File: config.mk
export PLATFORM = sky130hd
export DESIGN_NAME = idct_zigzag_row_packer_flat
export DESIGN_NICKNAME = d
export VERILOG_FILES = /design/src/rtl/idct_zigzag_row_packer_if.sv /design/src/rtl/idct_zigzag_row_packer.sv /design/src/flat_wrapper.sv
export SDC_FILE = /design/constraint.sdc
export NUM_CORES = 2
export LEC_CHECK = 0
export CORE_MARGIN = 4
export CORE_UTILIZATION = 27
export CTS_CLUSTER_DIAMETER = 200
export CTS_CLUSTER_SIZE = 28
export DETAILED_ROUTE_END_ITERATION = 8
export DONT_BUFFER_PORTS = 1
export SKIP_LAST_GASP = 1
export SLEW_MARGIN = 20
export SYNTH_ARGS = -nofsm -noshare
export SYNTH_HDL_FRONTEND = slang
export SYNTH_SLANG_ARGS = --single-unit
File: constraint.sdc
create_clock -name clock -period 5.9 [get_ports clock]
set_clock_uncertainty 0.05 [all_clocks]
set_input_delay 1.77 -clock clock [delete_from_list [all_inputs] [get_ports clock]]
set_output_delay 1.77 -clock clock [all_outputs]
set_load 0.02 [all_outputs]
File: src/rtl/idct_zigzag_row_packer_if.sv
// idct_zigzag_row_packer_if: AXI-stream bundle with master/slave views
interface idct_zigzag_row_packer_if #(parameter int W = 12);
  logic [W-1:0] tdata;
  logic tvalid;
  logic tready;
  logic tlast;
  modport master(output tdata, tvalid, tlast, input tready);
  modport slave(input tdata, tvalid, tlast, output tready);
endinterface

File: src/rtl/idct_zigzag_row_packer.sv
// idct_zigzag_row_packer: ping-pong zigzag-to-raster reorder emitting one 8-coefficient row per beat
module idct_zigzag_row_packer #(
  parameter int WIN = 12,
  parameter bit USE_TLAST = 1'b1
) (
  input logic clock,
  input logic reset,
  idct_zigzag_row_packer_if.slave slave,
  idct_zigzag_row_packer_if.master master,
  output logic protocol_err
);
  localparam logic [5:0] zz [64] = '{
    6'd0,  6'd1,  6'd8,  6'd16, 6'd9,  6'd2,  6'd3,  6'd10,
    6'd17, 6'd24, 6'd32, 6'd25, 6'd18, 6'd11, 6'd4,  6'd5,
    6'd12, 6'd19, 6'd26, 6'd33, 6'd40, 6'd48, 6'd41, 6'd34,
    6'd27, 6'd20, 6'd13, 6'd6,  6'd7,  6'd14, 6'd21, 6'd28,
    6'd35, 6'd42, 6'd49, 6'd56, 6'd57, 6'd50, 6'd43, 6'd36,
    6'd29, 6'd22, 6'd15, 6'd23, 6'd30, 6'd37, 6'd44, 6'd51,
    6'd58, 6'd59, 6'd52, 6'd45, 6'd38, 6'd31, 6'd39, 6'd46,
    6'd53, 6'd60, 6'd61, 6'd54, 6'd47, 6'd55, 6'd62, 6'd63};
  typedef enum logic {IDLE, STREAM} state_t;
  state_t state, state_d;
  logic [WIN-1:0] mem [2][64];
  logic [63:0] mask [2];
  logic [1:0] full;
  logic wb, rb, rb_d, rel, acc, close, tvalid, tvalid_d;
  logic [5:0] k;
  logic [2:0] row, row_d;
  logic [8*WIN-1:0] tdata, tdata_d;
  function automatic logic [8*WIN-1:0] row_of(input logic b, input logic [2:0] r);
    row_of = '0;
    for (int c = 0; c < 8; c++)
      row_of[(7-c)*WIN +: WIN] = mask[b][{r, 3'(c)}] ? mem[b][{r, 3'(c)}] : '0;
  endfunction
  assign slave.tready = ~reset & ~full[wb];
  assign acc = slave.tvalid & slave.tready;
  assign close = acc & ((k == 6'd63) | (USE_TLAST & slave.tlast));
  assign master.tdata = tdata;
  assign master.tvalid = tvalid;
  assign master.tlast = tvalid & (row == 3'd7);
  always_comb begin
    state_d = state;
    rb_d = rb;
    row_d = row;
    tvalid_d = tvalid;
    tdata_d = tdata;
    rel = 1'b0;
    if (state == IDLE) begin
      if (full[rb]) begin
        state_d = STREAM;
        tvalid_d = 1'b1;
        row_d = 3'd0;
        tdata_d = row_of(rb, 3'd0);
      end
    end else if (tvalid & master.tready) begin
      if (row != 3'd7) begin
        row_d = row + 3'd1;
        tdata_d = row_of(rb, row + 3'd1);
      end else begin
        rel = 1'b1;
        rb_d = ~rb;
        row_d = 3'd0;
        if (full[~rb]) begin
          tdata_d = row_of(~rb, 3'd0);
        end else begin
          tvalid_d = 1'b0;
          state_d = IDLE;
        end
      end
    end
  end
  always_ff @(posedge clock) begin
    if (acc) begin
      mem[wb][zz[k]] <= slave.tdata;
      mask[wb] <= (k == 6'd0 ? 64'd0 : mask[wb]) | (64'd1 << zz[k]);
    end
  end
  always_ff @(posedge clock) begin
    if (reset) begin
      state <= IDLE;
      full <= '0;
      wb <= 1'b0;
      rb <= 1'b0;
      k <= '0;
      row <= '0;
      tvalid <= 1'b0;
      tdata <= '0;
      protocol_err <= 1'b0;
    end else begin
      state <= state_d;
      rb <= rb_d;
      row <= row_d;
      tvalid <= tvalid_d;
      tdata <= tdata_d;
      protocol_err <= USE_TLAST & acc & (k == 6'd63) & ~slave.tlast;
      full <= (full | (2'(close) << wb)) & ~(2'(rel) << rb);
      k <= close ? 6'd0 : acc ? k + 6'd1 : k;
      wb <= close ? ~wb : wb;
    end
  end
endmodule

File: src/flat_wrapper.sv
// flat-port wrapper written by rule: the top's interface ports become plain ports
module idct_zigzag_row_packer_flat 
#(
  parameter int WIN = 12,
  parameter bit USE_TLAST = 1'b1
)
  (clock, reset, protocol_err, slave_tdata, slave_tvalid, slave_tlast, slave_tready, master_tdata, master_tvalid, master_tlast, master_tready);
  idct_zigzag_row_packer_if #(.W((12))) slave_i ();
  idct_zigzag_row_packer_if #(.W(8*(12))) master_i ();
  input logic clock;
  input logic reset;
  output logic protocol_err;
  input wire logic [$bits(slave_i.tdata)-1:0] slave_tdata;
  input wire logic [$bits(slave_i.tvalid)-1:0] slave_tvalid;
  input wire logic [$bits(slave_i.tlast)-1:0] slave_tlast;
  output wire logic [$bits(slave_i.tready)-1:0] slave_tready;
  output wire logic [$bits(master_i.tdata)-1:0] master_tdata;
  output wire logic [$bits(master_i.tvalid)-1:0] master_tvalid;
  output wire logic [$bits(master_i.tlast)-1:0] master_tlast;
  input wire logic [$bits(master_i.tready)-1:0] master_tready;
  assign slave_i.tdata = slave_tdata;
  assign slave_i.tvalid = slave_tvalid;
  assign slave_i.tlast = slave_tlast;
  assign slave_tready = slave_i.tready;
  assign master_tdata = master_i.tdata;
  assign master_tvalid = master_i.tvalid;
  assign master_tlast = master_i.tlast;
  assign master_i.tready = master_tready;
  idct_zigzag_row_packer #(.WIN(WIN), .USE_TLAST(USE_TLAST)) u_core (.clock(clock), .reset(reset), .slave(slave_i), .master(master_i), .protocol_err(protocol_err));
endmodule
==> reports/results.txt <==
The flow ran to the end, and the final reports show no timing, DRC or antenna violations. The synthesized netlist cell count was 3697. The met1 routing resource usage after global routing was 17.5%.

For the pin count of the biggest net entering global routing, the log shows 159. For the final weighted congestion of routability-driven global placement, the log shows 0.780. The final routed wire length divided by cell count was 24.6 microns. With fillers left out, the area of the finished cells amounts to 0.0786 sq mm.

Clock tree synthesis selected as its root buffer the cell sky130_fd_sc_hd__clkbuf_16. For this run, asynchronously set or reset flops after synthesis account for 0%. At the worst endpoint, the required time is 4.08 ns.

The logs give 6 for the number of antenna violations at the first check in global routing and 72 for the count of cell types in the netlist. The most used flip-flop cell after synthesis was sky130_fd_sc_hd__edfxtp_1. Once detailed placement completed, the half-perimeter wirelength came to 105000 microns. Global-route wire length before repair: 260000 microns. The tools report the total count of max-transition violations in the final report as 0. STA classifies the critical path endpoint as an output pin. The die outline height works out to 523 microns. After global routing the overflow that remains totals 0. Headroom to the max-slew limit came out at 28.4%. The initial utilization of the core area, before any placement, comes to 27.2%. The number of buffers added to fix hold violations after cts is 0. The floorplan step defined a core boundary enclosing 0.263 sq mm.

A synthesized cell averages 19.3 sq um. OpenSTA, run right after detailed placement, puts the worst setup slack at 1.20 ns. The clock-pin slew reported for the worst setup and hold paths after clock tree synthesis came out at 0.11 ns. The tightest min-delay check is of the reg -> reg type. Setup repair after global routing left no endpoint under its margin. For the setup slack on the worst flop-to-flop path, the log shows 1.51 ns. The number of filler instances in the final layout came out at 25544. After the first detailed-routing iteration, the DRC count stood at 3889.

The number of max-cap violations is 0, and the number of vias after detailed routing is 35452. The signal arrival time at the worst endpoint was 2.77 ns; the post-route fraction of the period consumed by the critical path was 77.7%. For the total count of hold-check failures in the final report, the log shows 0. The H-tree was split into 3 levels. The tools report the met2 track demand over resource as 20.9%. met2 is the most crowded layer. The number of warnings reported in the yosys synthesis log was 0. TritonCTS built the clock tree. For this run, the register share of the synthesized area comes to 73.1%. The worst path needs 4.59 ns of the cycle, external delays included. Total power per unit cell area: 267 mW/mm^2. The tools report the overall power after layout as 21.0 mW. The run gives 3 as the maximum buffer depth of the clock tree. Post-CTS repair changed the size of 0 cells. For the worst-skew pair, the clock arrives at the later sink with an insertion delay of 0.73 ns. After synthesis, the share of cell area in mux cells is 16.7%. For this design the static power due to leakage is 22.0 nW.

Along the worst path, the maximum fanout reaches 27. Yosys attributes the largest share of cell area to sky130_fd_sc_hd__edfxtp_1 70%, sky130_fd_sc_hd__mux4_2 12%, sky130_fd_sc_hd__mux2i_1 4.6%. The cell type with the largest total area after synthesis is sky130_fd_sc_hd__edfxtp_1.

The number of setup buffers added after CTS is 0. The arithmetic-cell share of the synthesized area counting full adders, half adders and majority gates is 0.472%. The worst setup path is of the reg -> out kind. The post-detailed-placement cell area is 0.0764 sq mm, and the post-synthesis xor/xnor area fraction is 0.0980%. Compared with the post-synthesis result, the final layout area differs by 9.97%. The kind of start point of the critical path was a flop. The detail-routed via count per cell is 4.87. The die span in x was 523 microns; the post-synthesis sequential element count was 1778. Cells with a size suffix above 1 make up 19.2% of the layout. Number of nets with antenna violations after routing: 0. After synthesis, the largest area contributor takes up 69.9% of total cell area. Of the total synthesized cell area, the portion taken by AND, OR, NAND and NOR gates is 3.11%.

The logs give 3751 for the final layout net count and 73 for the number of buffers added by the clock tree synthesis step. The floorplan has 188 rows. 117 I/O pins were placed.

The count of TritonRoute iterations in the first routing pass was 5; the compound-cell area share of the yosys netlist was 4.89%. After synthesis, the largest family of logic cells by area is multiplexers. The upper clock frequency limit came out at 218 MHz. The overall fraction of global-route tracks in use is 12.8%, and the via count of the first global-routing pass is 36012.

The total of buffers placed on input and output ports was 0; the synthesized cell area was 0.0715 sq mm. Setup violations remaining at the end of the flow were counted as 0. The routed wire length came out at 179000 microns.

Counting flops with a built-in enable in the synthesized netlist gives 1664. The peak supply drop is 207 uV. The final setup slack of the worst path was 1.31 ns; the actual slew at the worst max-slew pin was 1.07 ns.

Global routing consumed, on the met3 layer, 2.61% of the routing resources. The logs give 0.273 sq mm for the area enclosed by the die boundary and 3741 for the net count after synthesis. Counting every sink on the clock net gives 1778.

The run gives 0 as the final routed DRC violation total.
==> worst max-delay path, cell delays in order, from the launching register on <==
cell and delay (ns):
sky130_fd_sc_hd__dfxtp_4 0.70, sky130_fd_sc_hd__ha_4 0.20, sky130_fd_sc_hd__ha_1 0.50, sky130_fd_sc_hd__and2_1 0.62
==> synth_stat cells (all sizes together), types with 9 or more instances <==
| cell | instances |
|---|---|
| mux2i | 326 |
| nor3 | 45 |
| dfxtp | 114 |
| a211oi | 97 |
| nor2 | 227 |
| nand3b | 9 |
| o21ai | 10 |
| inv | 11 |
| a22oi | 17 |
| a21oi | 36 |
| o22a | 94 |
| nand3 | 43 |
| a31oi | 9 |
| nand2b | 15 |
| nand2 | 49 |
| buf | 98 |
| o22ai | 65 |
| nor2b | 12 |
| mux4 | 384 |
| and2 | 22 |
| edfxtp | 1664 |
| clkbuf | 153 |
| a221oi | 94 |
| ha | 27 |
==> routing by layer <==
metal | up-vias | wire [microns]
li1 | 15259 | -
met1 | 18983 | 76700
met2 | 1081 | 86500
met3 | 129 | 12800
met4 | 0 | 3050
met5 | - | 0
==> state kept, by name (all words and copies together) (netlist names), named ones only <==
name                  cells
u_core.wb                 1
u_core.k                  6
u_core.mem             1536
u_core.full               2
u_core.master.tdata      96
u_core.state              1
u_core.master.tvalid      1
u_core.row                3
u_core.mask             128
u_core.protocol_err       1
u_core.rb                 1
==> cells in the final DEF (no fill, tap or decap), types with 4 or more instances in the layout <==
cell type,instances
sky130_fd_sc_hd__clkbuf_16,76
sky130_fd_sc_hd__o21ai_0,8
sky130_fd_sc_hd__a32oi_1,4
sky130_fd_sc_hd__a21oi_1,33
sky130_fd_sc_hd__a22oi_1,17
sky130_fd_sc_hd__a31oi_1,7
sky130_fd_sc_hd__nor2_2,10
sky130_fd_sc_hd__xnor2_1,7
sky130_fd_sc_hd__nor3_1,13
sky130_fd_sc_hd__mux4_2,384
sky130_fd_sc_hd__nor2_1,214
sky130_fd_sc_hd__nand2_1,49
sky130_fd_sc_hd__a221oi_1,94
sky130_fd_sc_hd__a211oi_1,96
sky130_fd_sc_hd__nand4_1,7
sky130_fd_sc_hd__mux2_2,4
sky130_fd_sc_hd__o22ai_1,65
sky130_fd_sc_hd__nand3_1,43
sky130_fd_sc_hd__clkbuf_1,50
sky130_fd_sc_hd__nand3b_1,9
sky130_fd_sc_hd__and2_1,22
sky130_fd_sc_hd__mux2i_1,326
sky130_fd_sc_hd__diode_2,4
sky130_fd_sc_hd__nand2b_1,15
sky130_fd_sc_hd__nor3_2,32
sky130_fd_sc_hd__nor2b_1,11
sky130_fd_sc_hd__or3_1,5
sky130_fd_sc_hd__ha_1,26
sky130_fd_sc_hd__inv_1,11
sky130_fd_sc_hd__dfxtp_1,109
sky130_fd_sc_hd__o22a_1,94
sky130_fd_sc_hd__buf_4,176
sky130_fd_sc_hd__buf_12,9
sky130_fd_sc_hd__edfxtp_1,1664
sky130_fd_sc_hd__or2_1,5
==> metrics by stage <==
step           hold WS (ns)  std cells  TNS [ns]  utilization [%]
4_1_cts               0.417       7277         0             29.9
2_1_floorplan         0.386       3697    -39.66                -
3_5_place_dp          0.402       7146         0             29.1
5_1_grt               0.473       7279         0             29.9
3_3_place_gp          0.397       7146         0             29.1
6_report              0.417       7282         0             29.9
==> cells by family after synthesis <==
family / count (synthesis)
xor gates and xnor gates: 8
AOI/OAI and AO/OA: 449
muxes: 714
DFF: 1778
and+or+nand+nor: 459
adders and majority gates: 27
buffers and inverters: 262
==> final timing paths <==
| kind | depth (start not counted) | start | to |
|---|---|---|---|
| max | 3 | u_core.row[0] | master_tlast |
| min | 2 | u_core.row[2] | u_core.row[2] |
| max reg2reg | 9 | u_core.k[1] | u_core.mem[1][40] |
| min reg2reg | 2 | u_core.row[2] | u_core.row[2] |
==> cell type report <==
cell class | instances | area, sq um | area share, %
repair buffers | 186 | 1530 | 1.94
multi-input cells | 1657 | 18200 | 23.2
diodes | 4 | 10.0 | 0.0127
clock buffers | 126 | 2090 | 2.66
clock inverters | 5 | 85.1 | 0.108
well taps | 3515 | 4400 | 5.59
flip-flops and latches | 1778 | 52300 | 66.5
inverters | 11 | 41.3 | 0.0525
==> report_power, final <==
| group | switching, mW | internal (mW) | leakage, nW | total (mW) |
|---|---|---|---|---|
| clock | 3.79 | 2.49 | 1.03 | 6.28 |
| combinational | 0.408 | 0.213 | 5.03 | 0.621 |
| sequential | 0.232 | 13.9 | 15.9 | 14.1 |
No activity file was read; power rests on OpenSTA's default activity.
